### config.mk
export PLATFORM = sky130hd
export DESIGN_NAME = mac_feed_sequencer
export DESIGN_NICKNAME = d
export VERILOG_FILES = /design/src/rtl/mac_seq_pkg.sv /design/src/rtl/mac_feed_sequencer.sv
export SDC_FILE = /design/constraint.sdc
export NUM_CORES = 1
export LEC_CHECK = 0
export CORE_MARGIN = 5
export CORE_UTILIZATION = 44
export CTS_CLUSTER_SIZE = 12
export DETAILED_ROUTE_END_ITERATION = 8
export GPL_TIMING_DRIVEN = 0
export PLACE_DENSITY_LB_ADDON = 0.12
export SETUP_SLACK_MARGIN = 0.3
export SYNTH_ARGS = -nofsm -noshare
export SYNTH_HDL_FRONTEND = slang
export SYNTH_SLANG_ARGS = --single-unit
### constraint.sdc
create_clock -name clock -period 2.6 [get_ports clock]
set_input_delay 0.52 -clock clock [delete_from_list [all_inputs] [get_ports clock]]
set_output_delay 0.52 -clock clock [all_outputs]
set_load 0.03 [all_outputs]
### src/rtl/mac_seq_pkg.sv
// Shared types and widths for the MAC operand-feed sequencer.
package mac_seq_pkg;

  localparam int ACC_W  = 32;
  localparam int OPND_W = 8;

  typedef enum logic [2:0] {
    S_IDLE,
    S_CLEAR,
    S_STREAM,
    S_DRAIN,
    S_DONE
  } seq_state_t;

endpackage

### src/rtl/mac_feed_sequencer.sv
// Streams num_macs operand pairs from a 1-cycle-latency memory into an external
// uint8 MAC, then captures the accumulated dot product.
module mac_feed_sequencer
  import mac_seq_pkg::*;
#(
  parameter int ADDR_W = 9,
  parameter int LEN_W  = 9
) (
  input  logic              clock,
  input  logic              reset,
  input  logic              start,
  input  logic [ADDR_W-1:0] base_addr,
  input  logic [LEN_W-1:0]  num_macs,
  output logic              busy,
  output logic              done,
  output logic [ACC_W-1:0]  result,
  output logic              mem_en,
  output logic [ADDR_W-1:0] mem_addr,
  input  logic [15:0]       mem_rdata,
  output logic [OPND_W-1:0] mac_data_in,
  output logic [OPND_W-1:0] mac_weight_in,
  output logic              mac_enable,
  output logic              mac_clear_acc,
  input  logic [ACC_W-1:0]  mac_acc_in
);

  seq_state_t        state, state_nx;
  logic [LEN_W-1:0]  len, cnt;
  logic [ADDR_W-1:0] addr;

  assign mem_addr = addr;

  always_ff @(posedge clock or negedge reset) begin
    if (!reset) state <= S_IDLE;
    else        state <= state_nx;
  end

  always_comb begin
    state_nx      = state;
    busy          = 1'b1;
    done          = 1'b0;
    mem_en        = 1'b0;
    mac_enable    = 1'b0;
    mac_clear_acc = 1'b0;
    mac_data_in   = '0;
    mac_weight_in = '0;
    case (state)
      S_IDLE: begin
        busy = 1'b0;
        if (start) state_nx = (num_macs == '0) ? S_DONE : S_CLEAR;
      end
      S_CLEAR: begin
        mac_clear_acc = 1'b1;
        mem_en        = 1'b1;
        state_nx      = S_STREAM;
      end
      S_STREAM: begin
        mac_enable    = 1'b1;
        mac_data_in   = mem_rdata[15:8];
        mac_weight_in = mem_rdata[7:0];
        // prefetch the next pair only while one remains; len >= 1 here
        mem_en        = (cnt < len - LEN_W'(1));
        if (cnt == len - LEN_W'(1)) state_nx = S_DRAIN;
      end
      S_DRAIN: state_nx = S_DONE;
      S_DONE: begin
        done     = 1'b1;
        state_nx = S_IDLE;
      end
      default: state_nx = S_IDLE;
    endcase
  end

  // addr holds the latched base, then walks one ahead of the pair being consumed
  always_ff @(posedge clock or negedge reset) begin
    if (!reset) begin
      len    <= '0;
      cnt    <= '0;
      addr   <= '0;
      result <= '0;
    end else begin
      case (state)
        S_IDLE: if (start) begin
          len  <= num_macs;
          addr <= base_addr;
          cnt  <= '0;
          if (num_macs == '0) result <= '0;
        end
        S_CLEAR: begin
          addr <= addr + ADDR_W'(1);
          cnt  <= '0;
        end
        S_STREAM: begin
          addr <= addr + ADDR_W'(1);
          cnt  <= cnt + LEN_W'(1);
        end
        S_DRAIN: result <= mac_acc_in;
        default: ;
      endcase
    end
  end

endmodule

Yosys cells after proc, flatten, opt, wreduce, memory -nomap -nowiden
Cells that the tools add are included.
Widths: inputs -> output; s select.
{"block": "totals", "output_inout_bits": 62, "inputBits": 69, "n_memories": 0, "elab_cells": 46, "register_bits": 62, "latch_bits": 0, "rom_bits": 0, "ramBits": 0}
{"block": "classes", "bitwise_logic": 0, "shifts": 0, "n_eq_ne": 8, "n_addsub": 3, "n_div": 0, "reduce_logical": 11, "mux": 18, "multipliers": 0, "magnitude_cmp": 1}
{"op": "$mux 32", "n": 2}
{"op": "$pmux 32 s2", "n": 1}
{"op": "$pmux 9 s3", "n": 1}
{"op": "$add 9x1->9 const B", "n": 2}
{"op": "$mux 9", "n": 2}
{"op": "$pmux 9 s2", "n": 1}
{"op": "$mux 8", "n": 2}
{"op": "$pmux 3 s4", "n": 1}
{"op": "$eq 9x9->1", "n": 1}
{"op": "$logic_not 9->1", "n": 1}
{"op": "$lt 9x9->1", "n": 1}
{"op": "$mux 3", "n": 3}
{"op": "$sub 9x1->9 const B", "n": 1}
{"op": "$reduce_and 2->1", "n": 4}
{"op": "$eq 3x2->1 const B", "n": 2}
{"op": "$ne 2x2->1 const B", "n": 3}
{"op": "$mux 1", "n": 4}
{"op": "$reduce_bool 2->1", "n": 2}
{"op": "$eq 3x1->1 const B", "n": 1}
{"op": "$eq 3x3->1 const B", "n": 1}
{"op": "$logic_not 3->1", "n": 1}
{"op": "$reduce_and 3->1", "n": 1}
{"op": "$reduce_bool 3->1", "n": 1}
{"op": "$pmux 1 s2", "n": 1}
{"op": "$reduce_or 2->1", "n": 1}

Logic depth before layout (Yosys ltp)
{"block": "logic_depth", "ltp_word": 4, "depth_mapped": 10, "mapped_depth_nobuf": 10}

Worst setup path before layout
No wires, ideal clock.
{"block": "synth_timing", "path_type": "register to output", "start": "register len[4]", "end": "output port mem_en", "t_required_ns": 2.080, "arrival_time_ns": 1.999, "setup_slack_ns": 0.081, "n_path_buf": 0, "path_stages_with_launch": 10, "cell_sequence": "dfrtp_1 -> nor4_1 -> nand2_1 -> nor3_1 -> xnor2_1 -> ha_1 -> nand4_1 -> nor2_1 -> o31ai_1 -> a41o_1"}
{"block": "synth_via", "elab_chain_cells": 3}
{"item": "start: declaration", "line": "mac_feed_sequencer.sv:28", "source": "logic [LEN_W-1:0] len, cnt;"}
{"item": "start signal: assignment", "line": "mac_feed_sequencer.sv:84", "source": "len <= num_macs;"}
{"item": "$sub 9x1->9", "line": "mac_feed_sequencer.sv:62", "source": "mem_en = (cnt < len - LEN_W'(1));"}
{"item": "$lt 9x9->1", "line": "mac_feed_sequencer.sv:62"}
{"item": "$pmux 1 s2", "line": "mac_feed_sequencer.sv:47", "source": "case (state)"}
{"item": "end: declaration", "line": "mac_feed_sequencer.sv:17", "source": "output logic mem_en,"}
No other way between the ends.

Worst setup path in the final report
Same ends and word-level chain as after synthesis.

==> impl_metrics.json <==
{
  "worstHoldPathType": "in -> async",
  "layout-drive-gt1-share_pct": 17.8,
  "grt_first_pass_wirelength_um": 15200,
  "met2_usage_pct": 35.8,
  "irDropWorstVdd_v": 0.000742,
  "detail_route.iter0.violations": 131,
  "final_common_cell": "clkdlybuf4s50_1",
  "diodes": 0,
  "grt_pass1_vias": 3256,
  "ant_nets": 0,
  "use_met1_pct": 25.0,
  "synth_cell_types": 47,
  "powerDensity_nw_per_um2": 1310,
  "synthCells": 362,
  "setup_viol": 2,
  "htree_levels": 3,
  "cts_root_buf": "clkbuf_8",
  "internal_power_w": 0.00357,
  "ys_ff_latch": 62,
  "p_comb_share_pct": 62.3,
  "p_seq_share_pct": 26.6,
  "vias_per_cell": 5.23,
  "fin_skew_ns": 0.00475,
  "yosysWarnings": 0,
  "track_usage_pct": 21.1,
  "p_sw_w": 0.00308,
  "cts.path.max_buffers": 2,
  "clock.fmax_ghz": 0.321,
  "overflow": 0,
  "grt_max_degree": 63,
  "use_met3_pct": 6.88,
  "rr_endpoint": "state[0]",
  "crit_fanout": 4,
  "wirelength_um": 9970,
  "nFillCells": 573,
  "drc_errors": 0,
  "dp_hpwl_um": 6950,
  "wire_per_inst_um": 15.9,
  "maxCapViolCount": 0,
  "place.gp.congestion": 0.803,
  "ys.flop_type": "dfrtp_1",
  "vias": 3284,
  "cts_buffers": 9,
  "tightest_slew_ns": 0.831,
  "die_y_um": 96.2,
  "setup_tns_ns": -0.885,
  "status": "finished with violations",
  "area.growth.synth_to_final_pct": 55.5,
  "timing.final.ws_setup_ns": -0.512,
  "layout_common_cells": "clkdlybuf4s50_1 (108), nand2_1 (79), dfrtp_1 (60)",
  "antenna_found_initial": 0,
  "finalCritPeriodShare_pct": 120,
  "syn-cell-area_sq_um": 3270,
  "clkSinkCount": 62,
  "hold_viol": 0,
  "worstPathCellList": "nor4_4, nand2_2, nor3_2, xnor2_1, ha_1, nand4_1, nor2_1, o31ai_1, a41o_2, buf_6",
  "cp_slowest_cell": "dfrtp_2",
  "holdBufCountCts": 0,
  "violations": "setup timing",
  "critPathArrivalTime_ns": 2.59,
  "period_needed_ns": 3.11,
  "slew_headroom_pct": 44.6,
  "start_util_pct": 45.0,
  "rsz0062_at_grt": "yes",
  "ios": 131,
  "start_kind": "flip-flop",
  "syn_nets": 443,
  "clk_latency_ns": 0.34,
  "rr_startpoint": "len[4]",
  "max_stage_delay_ns": 0.45,
  "row_count": 31,
  "p_leak_nw": 2.32,
  "synth-edff-count": 0,
  "core_area_sq_um": 7250,
  "crit_type": "reg -> out",
  "syn_avg_cell_area_sq_um": 9.02,
  "async_flop_share_pct": 100,
  "nets": 605,
  "cts_tree": "yes",
  "path_clk_slew_ns": 0.07,
  "die_area_sq_um": 9250,
  "place.port_buffers": 130,
  "die_w_um": 96.2,
  "crit_path_end_kind": "output pin",
  "reg2regPathDepth": 17,
  "pre_cts_ws_ns": -0.535,
  "seq_area_frac_synth_pct": 47.5,
  "report.final.slew_viol_count": 0,
  "power.share.clock_pct": 11.1,
  "grt-busiest-layer": "met2",
  "p_sw_share_pct": 46.3,
  "dr.pass1.iters": 4,
  "rrSetupSlack_ns": -0.37,
  "crit_required_ns": 2.08
}
-- per-stage QoR --
step / util (%) / hold WS [ns] / instances / area (sq um) / total power, W
3_3_place_gp: 64.9 / 0.470 / 591 / 4700 / 0.00547
4_1_cts: 69.6 / 0.298 / 626 / 5050 / 0.00654
3_5_place_dp: 64.8 / 0.477 / 591 / 4700 / 0.00558
2_1_floorplan: - / 0.224 / 362 / 3280 / 0.00412
5_1_grt: 70.1 / 0.326 / 628 / 5080 / 0.00708
6_report: 70.1 / 0.264 / 628 / 5080 / 0.00665
-- how the worst max path moves through the flow --
stage,start,to,cells past startpoint
6_report,len[4],mem_en,10
5_1_grt,len[4],mem_en,10
3_5_place_dp,len[4],mem_en,10
4_1_cts,len[3],mem_en,10
3_3_place_gp,reset,result[3],1
2_1_floorplan,len[4],mem_en,9
-- timing repair --
action | 4_1_cts | 5_1_grt
gates resized for setup | 71 | 33
setup buffers | 19 | 2
pin swaps | 9 | 9
endpoints found under the setup margin | 21 | 11
-- cell type report --
| cell class | count | area (sq um) | area share [%] |
|---|---|---|---|
| clock buffers | 10 | 128 | 2.51 |
| clock inverters | 6 | 38.8 | 0.763 |
| inverters | 10 | 40.0 | 0.788 |
| well taps | 99 | 124 | 2.44 |
| flip-flops and latches | 62 | 1550 | 30.6 |
| plain buffers | 22 | 140 | 2.76 |
| multi-input cells | 268 | 1610 | 31.7 |
| repair buffers | 151 | 1450 | 28.4 |
-- sequential cells by signal, summed over array words and instances, names as in the netlist --
signal	cells
mem_addr	9
cnt	9
result	32
state	3
len	9
-- worst max-delay path, delay by kind of cell, from the launching register on --
family	cells	cell delay [ns]
AO/OA/AOI/OAI	2	0.33
XOR/XNOR	1	0.09
adder cells (fa/ha/maj)	1	0.32
buffers and inverters	1	0.14
flip-flops	1	0.45
AND/OR/NAND/NOR	5	0.91
-- synth_stat cells (all sizes together) (6+ instances only) --
library cell | number | share of area, %
ha | 12 | 4.6
a21oi | 14 | 2.1
nor2 | 11 | 1.3
nand2 | 82 | 9.7
nor3 | 8 | 1.4
buf | 12 | 2.4
and3 | 23 | 4.4
mux2 | 7 | 2.4
clkbuf | 10 | 1.3
nand3 | 11 | 1.7
nand4 | 6 | 1.1
o21ai | 50 | 7.7
inv | 10 | 1.1
dfrtp | 62 | 47
-- kinds of logic after synthesis --
| family | Yosys count | synth area share, % |
|---|---|---|
| AO/OA/AOI/OAI | 85 | 14.9 |
| XOR/XNOR | 8 | 2.72 |
| adder cells (fa/ha/maj) | 12 | 4.60 |
| buffers and inverters | 32 | 4.79 |
| flip-flops | 62 | 47.5 |
| multiplexers | 10 | 3.33 |
| AND/OR/NAND/NOR | 153 | 22.2 |
-- routing by layer --
layer  part of all wire (%)  up-vias  wire, um
met5                      0        -         0
met4                    1.1        0       106
met3                    7.6       10       753
met2                     51      107      5090
met1                     40     1578      4020
li1                       -     1589         -
-- power groups by stage --
stage / logic, W / clock network (W) / registers, W
2_1_floorplan: 0.00179 / 0 / 0.00234
3_3_place_gp: 0.00372 / 0 / 0.00175
3_5_place_dp: 0.00381 / 0 / 0.00177
4_1_cts: 0.00404 / 0.000756 / 0.00175
5_1_grt: 0.00446 / 0.000795 / 0.00183
6_report: 0.00414 / 0.000739 / 0.00177
No activity file was read; power rests on OpenSTA's default activity.
